$ cat config.mk
export PLATFORM = sky130hd
export DESIGN_NAME = hazard_ctrl
export DESIGN_NICKNAME = d
export VERILOG_FILES = /design/src/rtl/hazard_ctrl.sv
export SDC_FILE = /design/constraint.sdc
export NUM_CORES = 1
export LEC_CHECK = 0
export BUFFER_PORTS_ARGS = -buffer_cell sky130_fd_sc_hd__buf_2
export CORE_UTILIZATION = 36
export CTS_BUF_LIST = sky130_fd_sc_hd__clkbuf_4 sky130_fd_sc_hd__clkbuf_8 sky130_fd_sc_hd__clkbuf_16
export DETAILED_ROUTE_END_ITERATION = 16
export PLACE_DENSITY = 0.65
export SLEW_MARGIN = 20
export SYNTH_ARGS = -nofsm -noshare
export SYNTH_HDL_FRONTEND = slang
export SYNTH_SLANG_ARGS = --single-unit
export TNS_END_PERCENT = 1
$ cat constraint.sdc
create_clock -name clk -period 3 [get_ports clk]
set_clock_uncertainty 0.05 [all_clocks]
set_input_delay 0.15 -clock clk [delete_from_list [all_inputs] [get_ports clk]]
set_output_delay 0.15 -clock clk [all_outputs]
set_load 0.02 [all_outputs]
$ cat src/rtl/hazard_ctrl.sv
// ---------------------------------------------------------------------------
// hazard_ctrl
//
// Interlock and forwarding scheduler for the four-stage (IF, ID, EX, WB)
// core with eight 3-bit-addressed registers. It follows ALU results held in
// EX and WB and keeps a pending scoreboard for variable-latency loads. Each
// cycle it picks the operand source for the instruction sitting in ID, and
// decides whether that instruction issues, stalls, or (after a jump) has
// its IF/ID contents squashed.
//
// Parameters
//   MAX_LD      maximum number of loads allowed in flight (1..7)
//   JUMP_FLUSH  flush cycles inserted after a taken jump (1..3)
//
// Ports
//   clk, rst_n          rising-edge clock, asynchronous active-low reset
//   id_valid            ID holds a real instruction
//   id_rdst / id_rsrc   ID destination-or-first-source / second source
//   id_wr               ID instruction writes id_rdst
//   id_rd_rdst/rsrc     ID instruction reads the matching operand
//   id_is_load/jump     ID instruction class
//   ld_done / ld_rdst   load return strobe and its destination register
//   fwd_rdst/fwd_rsrc   operand select: 00 RF, 01 EX, 10 WB, 11 load data
//   stall               hold PC and IF/ID
//   bubble              insert a NOP into EX
//   flush               squash IF/ID contents
//   ld_busy             loads in flight have reached MAX_LD
// ---------------------------------------------------------------------------
module hazard_ctrl #(
  parameter int MAX_LD     = 2,
  parameter int JUMP_FLUSH = 1
) (
  input  logic       clk,
  input  logic       rst_n,
  input  logic       id_valid,
  input  logic [2:0] id_rdst,
  input  logic [2:0] id_rsrc,
  input  logic       id_wr,
  input  logic       id_rd_rdst,
  input  logic       id_rd_rsrc,
  input  logic       id_is_load,
  input  logic       id_is_jump,
  input  logic       ld_done,
  input  logic [2:0] ld_rdst,
  output logic [1:0] fwd_rdst,
  output logic [1:0] fwd_rsrc,
  output logic       stall,
  output logic       bubble,
  output logic       flush,
  output logic       ld_busy
);

  localparam logic [2:0] MAX_LD_C     = 3'(MAX_LD);
  localparam logic [1:0] JUMP_FLUSH_C = 2'(JUMP_FLUSH);

  typedef enum logic {
    RUN   = 1'b0,
    FLUSH = 1'b1
  } state_t;

  state_t     state;
  state_t     state_nxt;
  logic [1:0] flush_cnt;
  logic [1:0] flush_cnt_nxt;

  logic [7:0] pending;
  logic [7:0] pending_nxt;
  logic [2:0] ld_cnt;
  logic [2:0] ld_cnt_nxt;

  logic       ex_v;
  logic       ex_ld;
  logic [2:0] ex_rdst;
  logic       wb_v;
  logic [2:0] wb_rdst;

  logic       issue;
  logic       ld_hit_rdst;
  logic       ld_hit_rsrc;
  logic       ld_valid_done;
  logic       stall_raw;
  logic       ld_inc;
  logic       ld_dec;

  // Operand source for one register: the youngest producer wins, so an ALU
  // result in EX beats WB, which beats data arriving from memory this cycle.
  // A load sitting in EX has no result yet and is never a forward source.
  function automatic logic [1:0] fwd_sel(
    input logic       rd,
    input logic [2:0] r,
    input logic       e_v,
    input logic       e_ld,
    input logic [2:0] e_rdst,
    input logic       w_v,
    input logic [2:0] w_rdst,
    input logic       l_done,
    input logic [2:0] l_rdst
  );
    logic [1:0] sel;
    sel = 2'b00;
    if (rd) begin
      if (e_v && !e_ld && (e_rdst == r)) begin
        sel = 2'b01;
      end else if (w_v && (w_rdst == r)) begin
        sel = 2'b10;
      end else if (l_done && (l_rdst == r)) begin
        sel = 2'b11;
      end
    end
    return sel;
  endfunction

  assign fwd_rdst = fwd_sel(id_rd_rdst, id_rdst, ex_v, ex_ld, ex_rdst,
                            wb_v, wb_rdst, ld_done, ld_rdst);
  assign fwd_rsrc = fwd_sel(id_rd_rsrc, id_rsrc, ex_v, ex_ld, ex_rdst,
                            wb_v, wb_rdst, ld_done, ld_rdst);

  assign ld_busy       = (ld_cnt == MAX_LD_C);
  assign ld_hit_rdst   = ld_done && (ld_rdst == id_rdst);
  assign ld_hit_rsrc   = ld_done && (ld_rdst == id_rsrc);
  assign ld_valid_done = ld_done && pending[ld_rdst];

  // Raw hazard check for the ID instruction. A pending register whose load
  // returns this very cycle is covered by the 11 forward path, so it only
  // blocks when the data is still outstanding. A load in EX blocks its
  // consumers regardless, since its data cannot be forwarded from EX.
  always_comb begin
    logic read_pend;
    logic load_use;
    logic waw;
    logic ld_full;
    read_pend = (id_rd_rdst && pending[id_rdst] && !ld_hit_rdst) ||
                (id_rd_rsrc && pending[id_rsrc] && !ld_hit_rsrc);
    load_use  = ex_v && ex_ld &&
                ((id_rd_rdst && (ex_rdst == id_rdst)) ||
                 (id_rd_rsrc && (ex_rdst == id_rsrc)));
    waw       = id_wr && pending[id_rdst] && !ld_hit_rdst;
    ld_full   = id_is_load && ld_busy;
    stall_raw = id_valid && (read_pend || load_use || waw || ld_full);
  end

  // Issue/flush control. In RUN the hazard check drives stall and bubble and
  // a stalled jump simply waits in ID. A jump that issues moves on to EX
  // normally; the flush window opens on the following cycle and lasts
  // JUMP_FLUSH cycles, during which nothing issues.
  always_comb begin
    state_nxt     = state;
    flush_cnt_nxt = flush_cnt;
    stall         = 1'b0;
    bubble        = 1'b0;
    flush         = 1'b0;
    issue         = 1'b0;
    case (state)
      RUN: begin
        stall  = stall_raw;
        bubble = stall_raw;
        issue  = id_valid && !stall_raw;
        if (issue && id_is_jump) begin
          state_nxt     = FLUSH;
          flush_cnt_nxt = JUMP_FLUSH_C;
        end
      end
      FLUSH: begin
        flush         = 1'b1;
        bubble        = 1'b1;
        flush_cnt_nxt = flush_cnt - 2'd1;
        if (flush_cnt <= 2'd1) begin
          state_nxt = RUN;
        end
      end
      default: begin
        state_nxt = RUN;
      end
    endcase
  end

  // Scoreboard and load counter. Returns for registers that are not pending
  // (for example a load that was in flight across a reset) are ignored. When
  // a register is cleared and set in the same cycle the new load wins, and a
  // simultaneous issue and return leave the count unchanged.
  always_comb begin
    pending_nxt = pending;
    if (ld_valid_done) begin
      pending_nxt[ld_rdst] = 1'b0;
    end
    if (issue && id_is_load) begin
      pending_nxt[id_rdst] = 1'b1;
    end

    ld_inc     = issue && id_is_load && (ld_cnt < MAX_LD_C);
    ld_dec     = ld_valid_done && (ld_cnt != 3'd0);
    ld_cnt_nxt = ld_cnt;
    if (ld_inc && !ld_dec) begin
      ld_cnt_nxt = ld_cnt + 3'd1;
    end else if (ld_dec && !ld_inc) begin
      ld_cnt_nxt = ld_cnt - 3'd1;
    end
  end

  // State registers. EX captures whatever issues (or an empty slot); WB only
  // keeps ALU results, because load data reaches the RF through ld_done.
  always_ff @(posedge clk or negedge rst_n) begin
    if (!rst_n) begin
      state     <= RUN;
      flush_cnt <= 2'd0;
      pending   <= 8'h00;
      ld_cnt    <= 3'd0;
      ex_v      <= 1'b0;
      ex_ld     <= 1'b0;
      ex_rdst   <= 3'd0;
      wb_v      <= 1'b0;
      wb_rdst   <= 3'd0;
    end else begin
      state     <= state_nxt;
      flush_cnt <= flush_cnt_nxt;
      pending   <= pending_nxt;
      ld_cnt    <= ld_cnt_nxt;
      ex_v      <= issue;
      ex_ld     <= id_is_load;
      ex_rdst   <= id_rdst;
      wb_v      <= ex_v && !ex_ld;
      wb_rdst   <= ex_rdst;
    end
  end

endmodule

==> out/metrics.yaml, run 1 <==
status: "finished, final reports clean"
wl_per_cell_um: 13.9
gp_congestion: 0.820
io_pins: 26
timing.hold.ws_ps: 36.7
p_leak_nw: 0.744
reg2reg_to: "ld_cnt[2]$_DFFE_PN0P_"
reg2reg_depth: 11
fin_util: 0.427
hp-class: "input port to register"
yosys.area_share.simple: 0.204
synth_top_family_by_area: "simple AND/OR/NAND/NOR gates"
grt_pass1_vias: 1225
startpoint: "pending[4]$_DFF_PN0_"
setup_tns_ps: 0
vias: 1282
pwr-share-clk: 0.182
worst_pin_slew_ps: 563
synth.cell_area_um2: 1560
wirelength_mm: 3.29
hold_viol: 0
synth_compound_gate_area_share: 0.144
power.density_nw_per_um2: 584
combPwrFrac: 0.357
r2r-start: "pending[4]$_DFF_PN0_"
synth_xor_area_frac: 0.123
ys_seq_area_frac: 0.368
cts_setup_buffers: 0
avgSynthCellArea_um2: 9.31
synthMuxAreaShare: 0.0752
clk_pin_slew_ps: 80
fin_nets: 209
synth_cell_types: 41
cts_hold_buffers: 1
synth_adder_area_share: 0.0288
finalInstanceArea_um2: 1750
final_common_cell: "buf_2"
cts_buffers: 3
switchingPower_mw: 0.371
synth-seq-cells: 23
max_cap_violations: 0
internal_power_mw: 0.648
drive_gt1_frac: 0.187
swShare: 0.364
crit_end: "ld_cnt[2]$_DFFE_PN0P_"
syn-instance-count: 168
syn-num-nets: 189
htreeDepth: 1
dr.pass1.iters: 4
gr-total-overflow: 0
peakVddDrop_mv: 0.336
clk_latency_ps: 260
antenna_found_initial: 0
regToRegSetupSlack_ps: 390
crit_path_start_kind: "register"
rsz0062_at_grt: "false"
ctsResizeCount: 0
ys_warn_count: 0
critPathArrivalTime_ps: 2750
seq_power_share: 0.461
port_buffers: 25
post-route-drc-count: 0
post-route-period-util: 0.870
drv_slew: 0
timing.fmax_mhz: 383
place_hpwl_mm: 2.52
cts.sinks: 23
placed_area_um2: 1690
cp_max_fo: 14
grt_max_degree: 24
coreArea_um2: 4090
die-width_um: 67.9
crit_path_end_kind: "register"
die_area_um2: 4610
area_growth_pct: 11.6
fin_crit_ps: 2610
start_util: 0.383
drt-initial-drc-count: 84
cts_root_buffer: "clkbuf_8"
setup_viol: 0
slew_headroom: 0.624
route.antenna.remaining_nets: 0
final_cell_mix: "buf_2 (25), dfrtp_1 (23), xnor2_1 (20)"
cts.path.max_buffers: 2
rows: 23
num_antenna_cells: 0
die_height_um: 67.9
track_usage: 0.161
grt_pass1_wl_mm: 5.49
vias_per_cell: 5.41
required_ps: 3140
worstSetupPathType: "register to register"
cts_tree: "yes"
worst min path at each step:
stage / from / to / slack [ps] / depth (start not counted)
floorplan: rst_n / ex_ld$_DFF_PN0_ / -200 / 0
global placement: rst_n / ld_cnt[0]$_DFFE_PN0P_ / 100 / 1
detailed placement: rst_n / ld_cnt[0]$_DFFE_PN0P_ / 100 / 1
CTS: id_is_load / ex_ld$_DFF_PN0_ / 30 / 1
global route: id_is_load / ex_ld$_DFF_PN0_ / 30 / 1
finish: id_is_load / ex_ld$_DFF_PN0_ / 40 / 1
power by group through the flow:
stage / logic (mW) / registers (mW) / clock network, mW
final: 0.364 / 0.470 / 0.185
after global routing: 0.415 / 0.479 / 0.204
after CTS: 0.368 / 0.469 / 0.194
after detailed placement: 0.365 / 0.474 / 0
after global placement: 0.361 / 0.476 / 0
after floorplan: 0.291 / 0.454 / 0
cell families (layout without fill, tap and decap cells):
| logic type | count (synthesis) | after routing |
|---|---|---|
| simple gates | 57 | 57 |
| compound gates | 34 | 34 |
| flops | 23 | 23 |
| xor+xnor | 22 | 22 |
| buf+inv | 18 | 37 |
| mux | 11 | 11 |
| fa+ha+maj | 3 | 3 |
area by class of cell:
class	count	area, um2
tap	50	62.6
sequential	23	576
multi-input combinational	127	900
inverter	7	26.3
timing repair buffer	26	135
clock buffer	3	41.3
fill	409	2340
clock inverter	1	5.00
synthesized netlist by cell type (all sizes together):
cell    instances  area [um2]
o311ai          1        8.76
dfrtp          23         576
o21a            2        15.0
a21o            1        7.51
o22ai           1        12.5
nor3b           1        7.51
o41ai           1        8.76
a21oi           1        5.00
fa              1        20.0
nor3            1        5.00
nor2b           7        43.8
nand2          10        37.5
nor2           10        37.5
a221oi          2        17.5
a21boi          1        7.51
o21ai          14        70.1
nand4          15         100
xor2            2        17.5
o31ai           4        30.0
or3             1        6.26
xnor2          20         175
a41oi           1        8.76
and3            2        12.5
clkbuf          4        15.0
nand2b          3        18.8
buf             7        47.6
mux2            3        37.5
and2            2        12.5
nand3           5        37.5
a22oi           2        15.0
inv             7        26.3
a31oi           3        18.8
mux2i           8        80.1
ha              2        25.0
flip-flops by register name (all words and copies together) (netlist names):
| register | cells |
|---|---|
| wb_rdst | 3 |
| wb_v | 1 |
| ex_rdst | 3 |
| pending | 8 |
| state | 1 |
| ld_cnt | 3 |
| flush_cnt | 2 |
| ex_v | 1 |
| ex_ld | 1 |
critical path, stage by stage, from the launching register on:
cell and delay (ps):
dfrtp_1 410, mux2_4 270, or3_1 320, nand4_2 120
nand3_4 180, nor2_1 150, ha_1 190, inv_1 60
fa_1 370, xor2_1 150, nor2_1 110, xor2_1 150
through the flow:
step / setup WS [ps] / total power [mW] / std cells
after floorplan: 521 / 0.745 / 168
after global placement: 460 / 0.837 / 232
after detailed placement: 384 / 0.840 / 232
after CTS: 385 / 1.03 / 237
after global routing: 244 / 1.10 / 237
final: 391 / 1.02 / 237
routing by layer:
metal,vias to the layer above,wire length (um),track usage
met1,606,1670,0.220
met2,35,1410,0.250
met4,0,53,0.0729
met5,-,0,0
met3,5,153,0.0217
li1,636,-,-
Note: power is estimated with default switching activity, not from simulation.
==> run 2, diff against run 1 <==
Settings changed: CELL_PAD_IN_SITES_DETAIL_PLACEMENT from default to 2, CELL_PAD_IN_SITES_GLOBAL_PLACEMENT from default to 2, CORE_UTILIZATION 36 to 34, PLACE_DENSITY 0.65 to 0.88, TNS_END_PERCENT 1 to default.
==> out/metrics.yaml, run 2 (synthesis results as in run 1) <==
cts_root_buffer: "clkbuf_8"
wirelength_mm: 4.62  # +41%
start_util: 0.357  # -0.0260
power.density_nw_per_um2: 604  # +3.5%
finalInstanceArea_um2: 1750  # +0.14%
regMostFlops: "pending"
max_cap_violations: 0  # unchanged
n_fill_cell: 496  # +21%
antenna_found_initial: 0  # unchanged
worst_pin_slew_ps: 635  # +72.1 ps
gr-total-overflow: 0  # unchanged
vias_per_cell: 5.59  # +3.4%
fin_crit_ps: 2680  # +66.6 ps
track_usage: 0.201  # +0.0403
cts_setup_buffers: 0  # unchanged
seqCellArea_um2: 576  # unchanged
multi_input_area_um2: 900  # unchanged
grt_max_degree: 24  # unchanged
hold_viol: 0  # unchanged
met1_usage: 0.250  # +0.0302
crit_path_top_delay_cell: "dfrtp_1"
cp_num_buf_inv: 1  # unchanged
cp_max_fo: 14  # unchanged
setup_viol: 0  # unchanged
coreArea_um2: 4380  # +7.3%
gp_congestion: 0.884  # +7.8%
cpLargestDelayFamily: "simple AND/OR/NAND/NOR gates"
timing.fmax_mhz: 374  # -2.5%
die_height_um: 69.8  # +2.8%
fin_nets: 209  # unchanged
place_hpwl_mm: 3.68  # +46%
cts_buffers: 3  # unchanged
hp-class: "input port to register"
port_buffers: 25  # unchanged
crit_path_start_kind: "register"
largest_reg_flops: 8  # unchanged
required_ps: 3140  # about the same
final_cell_mix: "buf_2 (25), dfrtp_1 (23), xnor2_1 (20)"
placed_area_um2: 1690  # +0.15%
grt_use_met3: 0.0233  # +0.00159
grt_pass1_vias: 1544  # +26%
htreeDepth: 1  # unchanged
max_stage_delay_ps: 420  # about the same
cts.path.max_buffers: 2  # unchanged
status: "finished, final reports clean"
rsz0062_at_grt: "false"
post-route-period-util: 0.892  # +0.0222
crit_path_end_kind: "register"
p_leak_nw: 0.744  # unchanged
drv_slew: 0  # unchanged
busiest_layer: "met2"
path_cells: "mux2_4, or3_1, nand4_2, nand3_4, nor2_1, ha_1, inv_1, fa_1, xor2_1, nor2_1, xor2_1"
area_growth_pct: 11.8
die-width_um: 69.8  # +2.8%
grt_pass1_wl_mm: 7.71  # +41%
placed_cells: 234  # +0.86%
drive_gt1_frac: 0.187  # unchanged
io_pins: 26  # unchanged
met2_usage: 0.359  # +0.109
slew_headroom: 0.576  # -0.0482
critPathArrivalTime_ps: 2810  # +60 ps
cts_tree: "yes"
pre_cts_ws_ps: 287  # -96.7 ps
die_area_um2: 4880  # +5.7%
post-route-drc-count: 0  # unchanged
wl_per_cell_um: 19.3  # +39%
rows: 24  # +4.3%
drt-initial-drc-count: 31  # -63%
clk_pin_slew_ps: 80  # about the same
setup_tns_ps: 0  # unchanged
final_common_cell: "buf_2"
stdcell_count: 239  # +0.84%
vias: 1337  # +4.3%
clk_latency_ps: 260  # about the same
cts.sinks: 23  # unchanged
worstSetupPathType: "register to register"
route.antenna.remaining_nets: 0  # unchanged
layout_setup_ws_ps: 324  # -66.6 ps
peakVddDrop_mv: 0.329  # -2.2%
num_antenna_cells: 0  # unchanged
dr.pass1.iters: 2  # -2
-- run 2: cell counts in the layout (fill, tap and decap cells not counted) --
No cell type changed its count.
-- run 2: routing by layer --
metal | part of all wire | wire length (um)
met5 | 0 | 0
met4 | 0.016 | 76
met3 | 0.030 | 140
met2 | 0.52 | 2380
met1 | 0.44 | 2020
-- run 2: worst register-to-register path: cells and delay by family, from the launching register on --
kind | cells | cell delay (ps)
xor+xnor | 2 | 300
fa+ha+maj | 2 | 580
buf+inv | 1 | 60
flops | 1 | 420
mux | 1 | 260
simple gates | 5 | 930
-- run 2: path summary, 6_finish.rpt --
kind / startpoint / endpoint / slack (ps) / cells past startpoint
setup / recovery: pending[6]$_DFF_PN0_ / ld_cnt[2]$_DFFE_PN0P_ / 320 / 11
hold / removal: id_is_load / ex_ld$_DFF_PN0_ / 40 / 1
setup reg to reg: pending[6]$_DFF_PN0_ / ld_cnt[2]$_DFFE_PN0P_ / 320 / 11
hold reg to reg: ex_rdst[0]$_DFF_PN0_ / wb_rdst[0]$_DFF_PN0_ / 400 / 0
max in group asynchronous: rst_n / ld_cnt[1]$_DFFE_PN0P_ / 2220 / 2
min in group asynchronous: rst_n / flush_cnt[0]$_DFFE_PN0P_ / 340 / 2
-- run 2: what timing repair did --
| item | CTS | global route |
|---|---|---|
| resized for setup | 0 | 0 |
| hold buffers | 1 | 0 |
| setup endpoints to repair | 0 | 0 |
| hold endpoints to repair | 23 | 0 |
-- run 2: area by class of cell --
| cell class | count | area share |
|---|---|---|
| clock buffer | 3 | 0.0236 |
| clock inverter | 1 | 0.00286 |
| inverter | 7 | 0.0150 |
| multi-input combinational | 127 | 0.515 |
| sequential | 23 | 0.329 |
| tap | 52 | 0.0372 |
| timing repair buffer | 26 | 0.0773 |
-- run 2: stage by stage --
step                hold WS, ps  utilization  power [mW]
floorplan                  -196            -       0.745
global placement           94.5        0.386       0.835
detailed placement          105        0.386       0.874
CTS                        38.9        0.399        1.07
global route               41.5        0.399        1.13
finish                     42.1        0.399        1.06
-- run 2: power by group --
group          internal (mW)  total (mW)  switching (mW)
clock network         0.0925       0.191          0.0981
registers              0.386       0.476          0.0904
logic                  0.171       0.390           0.219
total                  0.649        1.06           0.407
==> run 3, diff against run 2 <==
==> constraint.sdc (replaced) <==
create_clock -name clk -period 3 [get_ports clk]
set_clock_uncertainty 0.05 [all_clocks]
set_input_delay 0.3 -clock clk [delete_from_list [all_inputs] [get_ports clk]]
set_output_delay 0.3 -clock clk [all_outputs]
set_load 0.02 [all_outputs]
==> out/metrics.yaml, run 3 (synthesis results as in run 1) <==
dr.pass1.iters: 4  # +2
cts_buffers: 3  # unchanged
grt_pass1_vias: 1590  # +3.0%
wirelength_mm: 4.74  # +2.6%
track_usage: 0.214  # +0.0134
drv_slew: 0  # unchanged
wl_per_cell_um: 19.7  # +2.1%
io_pins: 26  # unchanged
placed_area_um2: 1700  # +0.44%
cpLargestDelayFamily: "simple AND/OR/NAND/NOR gates"
crit_path_top_delay_cell: "dfrtp_1"
clk_pin_slew_ps: 80  # about the same
placed_cells: 235  # +0.43%
crit_path_end_kind: "register"
die-width_um: 69.8  # unchanged
cp_max_fo: 4  # -10
status: "finished, final reports clean"
finalInstanceArea_um2: 1760  # +0.57%
rows: 24  # unchanged
htreeDepth: 1  # unchanged
layout_setup_ws_ps: 317  # -7.34 ps
regMostFlops: "pending"
fin_crit_ps: 2680  # +7.34 ps
worstSetupPathType: "register to register"
route.antenna.remaining_nets: 0  # unchanged
gr-total-overflow: 0  # unchanged
max_stage_delay_ps: 440  # +20 ps
clk_latency_ps: 270  # about the same
drive_gt1_frac: 0.191  # +0.00432
seq_power_share: 0.443  # -0.008
combPwrFrac: 0.366  # -0.003
cts.path.max_buffers: 2  # unchanged
grt_pass1_wl_mm: 8.18  # +6.2%
internal_power_mw: 0.666  # +2.5%
power.density_nw_per_um2: 617  # +2.0%
vias: 1383  # +3.4%
final_common_cell: "buf_2"
cts_hold_buffers: 1  # unchanged
pwr-share-clk: 0.191  # +0.011
final_cell_mix: "buf_2 (25), dfrtp_1 (23), xnor2_1 (20)"
p_leak_nw: 0.750  # +0.75%
die_area_um2: 4880  # unchanged
seqCellArea_um2: 576  # unchanged
max_cap_violations: 0  # unchanged
path_cells: "mux2_4, or3_1, nand4_2, nand3_4, nor2_1, ha_1, inv_1, fa_1, xor2_1, nor2_1, xor2_1"
fin_nets: 210  # +0.48%
multi_input_area_um2: 900  # unchanged
rsz0062_at_grt: "false"
switchingPower_mw: 0.418  # +2.8%
hold_viol: 0  # unchanged
regToRegSetupSlack_ps: 320  # about the same
setup_viol: 0  # unchanged
start_util: 0.357  # unchanged
gp_congestion: 0.903  # +2.2%
post-route-period-util: 0.894  # +0.00245
required_ps: 3150  # about the same
cts_root_buffer: "clkbuf_8"
post-route-drc-count: 0  # unchanged
fin_util: 0.401  # +0.00228
crit_path_start_kind: "register"
timing.fmax_mhz: 373  # -0.27%
port_buffers: 25  # unchanged
timing.hold.ws_ps: 181  # +139 ps
place_hpwl_mm: 3.72  # +1.2%
n_fill_cell: 502  # +1.2%
critPathArrivalTime_ps: 2830  # +20 ps
largest_reg_flops: 8  # unchanged
p_total_mw: 1.08  # +2.6%
setup_tns_ps: 0  # unchanged
drt-initial-drc-count: 70  # +130%
peakVddDrop_mv: 0.320  # -2.8%
hp-class: "input port to register"
cts_setup_buffers: 0  # unchanged
area_growth_pct: 12.4
pre_cts_ws_ps: 153  # -134 ps
num_antenna_cells: 0  # unchanged
worst_pin_slew_ps: 671  # +36.0 ps
die_height_um: 69.8  # unchanged
cts.sinks: 23  # unchanged
cts_tree: "yes"
stdcell_count: 240  # +0.42%
slew_headroom: 0.552  # -0.0241
swShare: 0.386  # +0.000552
ctsResizeCount: 0  # unchanged
coreArea_um2: 4380  # unchanged
grt_max_degree: 24  # unchanged
vias_per_cell: 5.76  # +3.0%
cp_num_buf_inv: 1  # unchanged
antenna_found_initial: 0  # unchanged
run 3: final timing paths:
check                                     start                  endpoint  cells after the start
hold / removal                       id_is_load           ex_ld$_DFF_PN0_                      1
hold reg to reg            ex_rdst[0]$_DFF_PN0_      wb_rdst[0]$_DFF_PN0_                      0
min in group asynchronous                 rst_n  flush_cnt[1]$_DFFE_PN0P_                      2
max in group asynchronous                 rst_n      pending[2]$_DFF_PN0_                      2
setup reg to reg           pending[4]$_DFF_PN0_     ld_cnt[2]$_DFFE_PN0P_                     11
setup / recovery           pending[4]$_DFF_PN0_     ld_cnt[2]$_DFFE_PN0P_                     11
run 3: power by group through the flow:
stage	clock [mW]	sequential (mW)	combinational, mW
2_1_floorplan	0	0.454	0.291
3_3_place_gp	0	0.477	0.364
3_5_place_dp	0	0.486	0.397
4_1_cts	0.210	0.480	0.402
5_1_grt	0.217	0.491	0.442
6_report	0.208	0.480	0.397
run 3: layout make-up:
cell class              count  area share
repair buffers             27      0.0811
flip-flops and latches     23       0.327
clock buffers               4      0.0278
multi-input cells         127       0.512
well taps                  52      0.0370
inverters                   7      0.0149
run 3: per-layer routing:
metal | track usage | part of all wire | vias to the layer above
met2 | 0.386 | 0.51 | 29
met1 | 0.276 | 0.45 | 710
met4 | 0.0533 | 0.010 | 0
met5 | 0 | 0 | -
li1 | - | - | 639
met3 | 0.0174 | 0.028 | 5
